`config.mk`:
```
export PLATFORM = sky130hd
export DESIGN_NAME = arm_mc_controller
export DESIGN_NICKNAME = d
export VERILOG_FILES = /design/src/rtl/arm_mc_controller.sv
export SDC_FILE = /design/constraint.sdc
export NUM_CORES = 1
export LEC_CHECK = 0
export ABC_AREA = 1
export BUFFER_PORTS_ARGS = -buffer_cell sky130_fd_sc_hd__buf_4
export CAP_MARGIN = 15
export CORE_ASPECT_RATIO = 1.2
export CORE_MARGIN = 5
export CORE_UTILIZATION = 47
export DETAILED_ROUTE_END_ITERATION = 8
export PLACE_DENSITY = 0.95
export SYNTH_ARGS = -nofsm -noshare
export SYNTH_HDL_FRONTEND = slang
export SYNTH_SLANG_ARGS = --single-unit
```
`constraint.sdc`:
```
create_clock -name clk -period 2.8 [get_ports clk]
set_input_delay 0.84 -clock clk [delete_from_list [all_inputs] [get_ports clk]]
set_output_delay 0.84 -clock clk [all_outputs]
set_load 0.02 [all_outputs]
```
`src/rtl/arm_mc_controller.sv`:
```
// Multicycle ARM control unit: main FSM, ALU decoder, condition check and
// the flag register, with the current FSM state exported on State for debug.
module arm_mc_controller (
  input  logic       clk,
  input  logic       reset,
  input  logic [3:0] Cond,
  input  logic [1:0] Op,
  input  logic [5:0] Funct,
  input  logic [3:0] Rd,
  input  logic [3:0] ALUFlags,
  output logic       PCWrite,
  output logic       MemWrite,
  output logic       RegWrite,
  output logic       IRWrite,
  output logic       AdrSrc,
  output logic       ALUSrcA,
  output logic [1:0] ALUSrcB,
  output logic [1:0] ResultSrc,
  output logic [1:0] ImmSrc,
  output logic [1:0] RegSrc,
  output logic [1:0] ALUControl,
  output logic [3:0] State
);

  typedef enum logic [3:0] {
    S_FETCH    = 4'd0,
    S_DECODE   = 4'd1,
    S_MEMADR   = 4'd2,
    S_MEMREAD  = 4'd3,
    S_MEMWB    = 4'd4,
    S_MEMWRITE = 4'd5,
    S_EXECUTER = 4'd6,
    S_EXECUTEI = 4'd7,
    S_ALUWB    = 4'd8,
    S_BRANCH   = 4'd9
  } state_e;

  state_e     state_q, state_d;
  logic [3:0] flags_q, flags_d;
  logic       cond_ex_r_q, cond_ex_r_d;

  logic       cond_ex;
  logic       next_pc, reg_w, mem_w, branch, ir_write, alu_op;
  logic       cmd_add, cmd_sub, rd_pc, pcs;
  logic [1:0] alu_dp;

  always_ff @(posedge clk or posedge reset) begin
    if (reset) begin
      state_q     <= S_FETCH;
      flags_q     <= 4'b0000;
      cond_ex_r_q <= 1'b0;
    end else begin
      state_q     <= state_d;
      flags_q     <= flags_d;
      cond_ex_r_q <= cond_ex_r_d;
    end
  end

  always_comb begin
    state_d = S_FETCH;
    case (state_q)
      S_FETCH:  state_d = S_DECODE;
      S_DECODE: begin
        case (Op)
          2'b00:   state_d = Funct[5] ? S_EXECUTEI : S_EXECUTER;
          2'b01:   state_d = S_MEMADR;
          2'b10:   state_d = S_BRANCH;
          default: state_d = S_FETCH;
        endcase
      end
      S_MEMADR:   state_d = Funct[0] ? S_MEMREAD : S_MEMWRITE;
      S_MEMREAD:  state_d = S_MEMWB;
      S_EXECUTER: state_d = S_ALUWB;
      S_EXECUTEI: state_d = S_ALUWB;
      default:    state_d = S_FETCH;
    endcase
  end

  // Per-state datapath selects and raw (ungated) strobes.
  always_comb begin
    next_pc   = 1'b0;
    reg_w     = 1'b0;
    mem_w     = 1'b0;
    branch    = 1'b0;
    ir_write  = 1'b0;
    alu_op    = 1'b0;
    AdrSrc    = 1'b0;
    ALUSrcA   = 1'b0;
    ALUSrcB   = 2'b00;
    ResultSrc = 2'b00;
    case (state_q)
      S_FETCH: begin
        ALUSrcA   = 1'b1;
        ALUSrcB   = 2'b10;
        ResultSrc = 2'b10;
        ir_write  = 1'b1;
        next_pc   = 1'b1;
      end
      S_DECODE: begin
        ALUSrcA   = 1'b1;
        ALUSrcB   = 2'b10;
        ResultSrc = 2'b10;
      end
      S_MEMADR:   ALUSrcB = 2'b01;
      S_MEMREAD:  AdrSrc  = 1'b1;
      S_MEMWB: begin
        ResultSrc = 2'b01;
        reg_w     = 1'b1;
      end
      S_MEMWRITE: begin
        AdrSrc = 1'b1;
        mem_w  = 1'b1;
      end
      S_EXECUTER: alu_op = 1'b1;
      S_EXECUTEI: begin
        ALUSrcB = 2'b01;
        alu_op  = 1'b1;
      end
      S_ALUWB:    reg_w = 1'b1;
      S_BRANCH: begin
        ALUSrcB   = 2'b01;
        ResultSrc = 2'b10;
        branch    = 1'b1;
      end
      default: ;
    endcase
  end

  assign cmd_add = (Funct[4:1] == 4'b0100);
  assign cmd_sub = (Funct[4:1] == 4'b0010);

  always_comb begin
    alu_dp = 2'b00;
    case (Funct[4:1])
      4'b0010: alu_dp = 2'b01;
      4'b0000: alu_dp = 2'b10;
      4'b1100: alu_dp = 2'b11;
      default: alu_dp = 2'b00;
    endcase
  end

  assign ALUControl = alu_op ? alu_dp : 2'b00;
  assign ImmSrc     = Op;
  assign RegSrc     = {Op == 2'b01, Op == 2'b10};

  // flags_q is {N,Z,C,V}.
  always_comb begin
    cond_ex = 1'b0;
    case (Cond)
      4'b0000: cond_ex = flags_q[2];
      4'b0001: cond_ex = ~flags_q[2];
      4'b0010: cond_ex = flags_q[1];
      4'b0011: cond_ex = ~flags_q[1];
      4'b0100: cond_ex = flags_q[3];
      4'b0101: cond_ex = ~flags_q[3];
      4'b0110: cond_ex = flags_q[0];
      4'b0111: cond_ex = ~flags_q[0];
      4'b1000: cond_ex = flags_q[1] & ~flags_q[2];
      4'b1001: cond_ex = ~flags_q[1] | flags_q[2];
      4'b1010: cond_ex = (flags_q[3] == flags_q[0]);
      4'b1011: cond_ex = (flags_q[3] != flags_q[0]);
      4'b1100: cond_ex = ~flags_q[2] & (flags_q[3] == flags_q[0]);
      4'b1101: cond_ex = flags_q[2] | (flags_q[3] != flags_q[0]);
      4'b1110: cond_ex = 1'b1;
      default: cond_ex = 1'b0;
    endcase
  end

  // Condition is frozen at DECODE so a flag-setting EXECUTE cannot
  // change whether its own ALUWB writes back.
  assign cond_ex_r_d = (state_q == S_DECODE) ? cond_ex : cond_ex_r_q;

  always_comb begin
    flags_d = flags_q;
    if ((state_q == S_EXECUTER || state_q == S_EXECUTEI) && Funct[0] && cond_ex_r_q) begin
      flags_d[3:2] = ALUFlags[3:2];
      if (cmd_add || cmd_sub) flags_d[1:0] = ALUFlags[1:0];
    end
  end

  assign rd_pc = (Rd == 4'b1111);
  assign pcs   = (reg_w & rd_pc) | branch;

  assign PCWrite  = ~reset & (next_pc | (pcs & cond_ex_r_q));
  assign RegWrite = ~reset & reg_w & cond_ex_r_q & ~rd_pc;
  assign MemWrite = ~reset & mem_w & cond_ex_r_q;
  assign IRWrite  = ~reset & ir_write;
  assign State    = state_q;

endmodule
```
**After elaboration in Yosys (flattened, before gate mapping)**

Cells that the tools add are included.

- Input bits: 22
- Word-level logic and storage cells: 87
- Output and inout bits: 20
- Flip-flop bits (word level): 9

- Bitwise gates (word level): 21
- Muxes and demuxes: 16
- Equality and inequality tests: 31
- Reduce and logical (&&, ||, !) cells: 15

Operator list:

| cell | number |
|---|---|
| 4-bit == test, second input constant | 11 |
| 4-bit by 3-bit == test with 1-bit output, second input constant | 9 |
| 4-bit by 2-bit == test with 1-bit output, second input constant | 5 |
| 4-bit case mux with 5 select lines | 1 |
| 1-bit case mux with 15 select lines | 1 |
| 4-bit logical NOT | 3 |
| 4-bit case mux with 3 select lines | 1 |
| 1-bit bitwise AND | 11 |
| 4-bit by 1-bit == test with 1-bit output, second input constant | 2 |
| 1-bit two-way mux | 8 |
| 2-bit case mux with 2 select lines | 2 |
| 2-bit OR reduction | 4 |
| 1-bit NOT | 6 |
| 2-bit case mux with 3 select lines | 1 |
| 3-bit OR reduction | 2 |
| 1-bit bitwise OR | 4 |
| 3-bit two-way mux | 1 |
| 2-bit by 1-bit == test with 1-bit output, second input constant | 1 |
| 2-bit == test, second input constant | 1 |
| 1-bit logical AND | 2 |
| 2-bit logical NOT | 1 |
| 1-bit logical OR | 2 |
| 2-bit two-way mux | 1 |
| 2-bit AND reduction | 1 |
| 2 further kinds | 2 |

**Longest topological paths before layout**

- Depth in word-level cells: 8
- Mapped depth: 11
- Depth with buffers taken out: 11

**Worst setup path before layout**

OpenSTA, ideal clock, no wires.

- Path kind: input-to-output
- From: input port reset
- To: output port RegWrite
- Slack: 236 ps
- Path buffers: 0
- Arrival time: 1724 ps
- Cell stages on the path: 3
- Data required time: 1960 ps
- Cell sequence: inv_1 -> nand2_1 -> nor3b_1

- Longest elaborated chain between the ends: 4

RTL lines:

| what | RTL line | RTL |
|---|---|---|
| from (decl) | 5 | `input logic reset,` |
| 1-bit NOT | 185 | `assign RegWrite = ~reset & reg_w & cond_ex_r_q & ~rd_pc;` |
| 1-bit bitwise AND (3 in a row) | 185 |  |
| to (decl) | 13 | `output logic RegWrite,` |

Every way passes these cells.

**Worst setup path in the final report**

- From: input port Funct[2]
- To: output port ALUControl[0]

- Longest elaborated chain between the ends: 3
- Elaborated cells on any way between the ends: 5
- Classes of those cells: 2 x eq/ne; 2 x mux; 1 x reduce/logical

RTL lines:

| what | RTL line | RTL |
|---|---|---|
| from (decl) | 8 | `input logic [5:0] Funct,` |
| 4-bit == test, or another cell as far along | 134 | `case (Funct[4:1])` |
| 2-bit case mux with 3 select lines * | 134 |  |
| 2-bit two-way mux * | 142 | `assign ALUControl = alu_op ? alu_dp : 2'b00;` |
| to (decl) | 21 | `output logic [1:0] ALUControl,` |

Mark *: on every way between the ends. The rest lies on a longest branch, timed or not.

==> results.json <==
{
  "ys_seq_elements": 9,
  "clock-sinks": 9,
  "reg2reg_slack_ns": 1.56,
  "drtPass1Iterations": 4,
  "leakagePower_nw": 0.687,
  "reg2reg_depth": 5,
  "crit_top_cell": "buf_4",
  "ctsResizeCount": 0,
  "post-route-drc-count": 0,
  "yosysSeqAreaShare": 0.278,
  "grt_pass1_vias": 957,
  "syn-cell-area_um2": 810,
  "dp_hpwl_um": 2010,
  "hp-class": "register to register",
  "peakVddDrop_uv": 695,
  "p_per_area_mw_per_mm2": 798,
  "clockBufferDepth": 2,
  "syn_avg_cell_area_um2": 6.00,
  "fin_crit_ns": 2.60,
  "gp_congestion": 0.847,
  "maxCapViolations": 0,
  "r2r-start": "State[3]",
  "status": "complete, no violations",
  "grt_pass1_wl_um": 3890,
  "grt_usage": 0.199,
  "required_ns": 1.96,
  "slew-limit-headroom": 0.745,
  "cp_max_fo": 3,
  "portBuffers": 41,
  "tns_ns": 0,
  "max_freq_ghz": 0.385,
  "die_h_um": 55.5,
  "crit_slowest_cell": "or2_2",
  "cts_hold_buffers": 0,
  "syn-instance-count": 135,
  "antenna_found_initial": 0,
  "cts_buffers": 3,
  "root_buffer": "clkbuf_4",
  "crit_path_max_incr_delay_ns": 0.27,
  "dieWidth_um": 47.9,
  "layout-drive-gt1-share": 0.309,
  "setup_violations": 0,
  "finClkSkew_ns": 0.00566,
  "wl_per_cell_um": 12.3,
  "worstSkewPairLatency_ns": 0.27,
  "place_ws_ns": 0.202,
  "drt-vias-per-instance": 5.13,
  "crit_type": "input port to primary output",
  "syn_nets": 157,
  "r2r-end": "State[2]",
  "crit_cells": 5,
  "worst_pin_slew_ns": 0.383,
  "setup_slack_ns": 0.201,
  "rsz0062_at_grt": "false",
  "drv_slew": 0,
  "end_kind": "primary output",
  "cp_cell_sequence": "buf_4 > or2_1 > or2_2 > a21oi_1 > buf_4",
  "num-fill-cells": 139,
  "rows": 16,
  "num_antenna_cells": 0,
  "ios": 42,
  "start_kind": "input port",
  "final_nets": 201,
  "crit_arrival_ns": 1.76,
  "initial_core_util": 0.493,
  "grt_max_degree": 12,
  "worst-path-buf-inv": 2,
  "dr.first_iter.drc_count": 22,
  "ys_warn_count": 0,
  "min_period_over_period": 0.928,
  "endpoint": "ALUControl[0]",
  "crit_family": "simple AND/OR/NAND/NOR gates",
  "grt_overflow": 0,
  "core_mm2": 0.00164,
  "vias": 1006,
  "totalWireLength_um": 2410,
  "path_clk_slew_ns": 0.06,
  "critical_path.startpoint": "Funct[2]",
  "post_cts_buffers": 0,
  "area_delta_synth_final_pct": 42.5,
  "hold_viol_final": 0,
  "synthDistinctLibCells": 26,
  "die_area_mm2": 0.00266,
  "ant_nets": 0,
  "cts_tree": "done",
  "cts_htree_levels": 1
}
[metal layers]
metal | global-route usage | wire, µm | up-vias
li1 | - | - | 512
met5 | 0 | 0 | -
met3 | 0.0325 | 165 | 7
met1 | 0.211 | 869 | 443
met2 | 0.346 | 1300 | 44
met4 | 0.104 | 73 | 0
[power breakdown]
group	internal [mW]	switching, mW	total [mW]
sequential	0.174	0.0703	0.244
clock	0.0552	0.0503	0.106
combinational	0.223	0.347	0.570
total	0.452	0.468	0.920
[worst min-delay path by stage]
stage / depth (start not counted) / startpoint / slack, ns / endpoint
5_1_grt: 2 / cond_ex_r_q / 0.59 / cond_ex_r_q
6_report: 2 / flags_q[1] / 0.57 / flags_q[1]
4_1_cts: 2 / cond_ex_r_q / 0.57 / cond_ex_r_q
3_5_place_dp: 2 / flags_q[1] / 0.56 / flags_q[1]
3_3_place_gp: 2 / cond_ex_r_q / 0.53 / cond_ex_r_q
2_1_floorplan: 2 / cond_ex_r_q / 0.49 / cond_ex_r_q
[flip-flops by register name (all words and copies together) (netlist names)]
name / flops
cond_ex_r_q: 1
flags_q: 4
State: 4
[area by class of cell]
class                           count  area (µm²)  area share
Sequential cell                     9         225       0.195
Inverter                           20        75.1      0.0651
Multi-Input combinational cell    103         489       0.424
Clock buffer                        4        26.3      0.0228
Tap cell                           18        22.5      0.0195
Timing Repair Buffer               42         315       0.273
[metrics by stage]
step                cell area (µm²)   util  hold WS, ns  total power, mW  std cells
global route                   1150  0.703        0.589            0.983        196
detailed placement             1130  0.687        0.555            0.815        192
finish                         1150  0.703        0.568            0.920        196
CTS                            1150  0.703        0.567            0.922        196
floorplan                       810      -        0.492            0.590        135
global placement               1130  0.687        0.530            0.799        192
[cells by family after synthesis]
family / after synthesis / synth area share
AO/OA/AOI/OAI: 16 / 0.119
buffers and inverters: 23 / 0.117
flip-flops: 9 / 0.278
AND/OR/NAND/NOR: 87 / 0.485
[cell usage in the layout (no fill, tap or decap)]
| cell | instances |
|---|---|
| a211oi_1 | 1 |
| a21oi_1 | 5 |
| a21oi_2 | 1 |
| buf_4 | 42 |
| clkbuf_1 | 1 |
| clkbuf_4 | 3 |
| dfrtp_1 | 9 |
| inv_1 | 17 |
| inv_2 | 3 |
| nand2_1 | 43 |
| nand2_2 | 1 |
| nand2_4 | 1 |
| nand3_1 | 11 |
| nand3b_1 | 1 |
| nand4_1 | 1 |
| nor2_1 | 22 |
| nor2_4 | 1 |
| nor2_8 | 1 |
| nor3_1 | 1 |
| nor3b_1 | 1 |
| nor4_1 | 1 |
| o211ai_2 | 1 |
| o21ai_0 | 4 |
| o21ai_1 | 2 |
| o22ai_1 | 2 |
| or2_1 | 1 |
| or2_2 | 1 |
[cells in the mapped netlist]
library cell,number,area [µm²]
o21ai_0,4,20.0
a211oi_1,1,7.51
buf_2,1,5.00
dfrtp_1,9,225
nand2_2,1,6.26
o21ai_1,2,10.0
or2_2,1,6.26
nor2_8,1,20.0
nand2_4,1,11.3
nor3_1,1,5.00
nor2_1,22,82.6
nand3b_1,1,7.51
inv_2,3,11.3
or2_1,1,6.26
a21oi_1,5,25.0
nor4_1,1,6.26
nor2_4,1,11.3
inv_1,17,63.8
nand3_1,11,55.1
o211ai_2,1,12.5
o22ai_1,2,12.5
buf_4,2,15.0
nand2_1,43,161
nand4_1,1,6.26
nor3b_1,1,7.51
a21oi_2,1,8.76
[worst reg2reg max path: stages, from the launching register on]
cell	delay, ns
dfrtp_1	0.45
nor2_1	0.29
nand2_1	0.19
inv_2	0.11
nand3_1	0.08
o211ai_2	0.06
No activity file was read; power rests on OpenSTA's default activity.
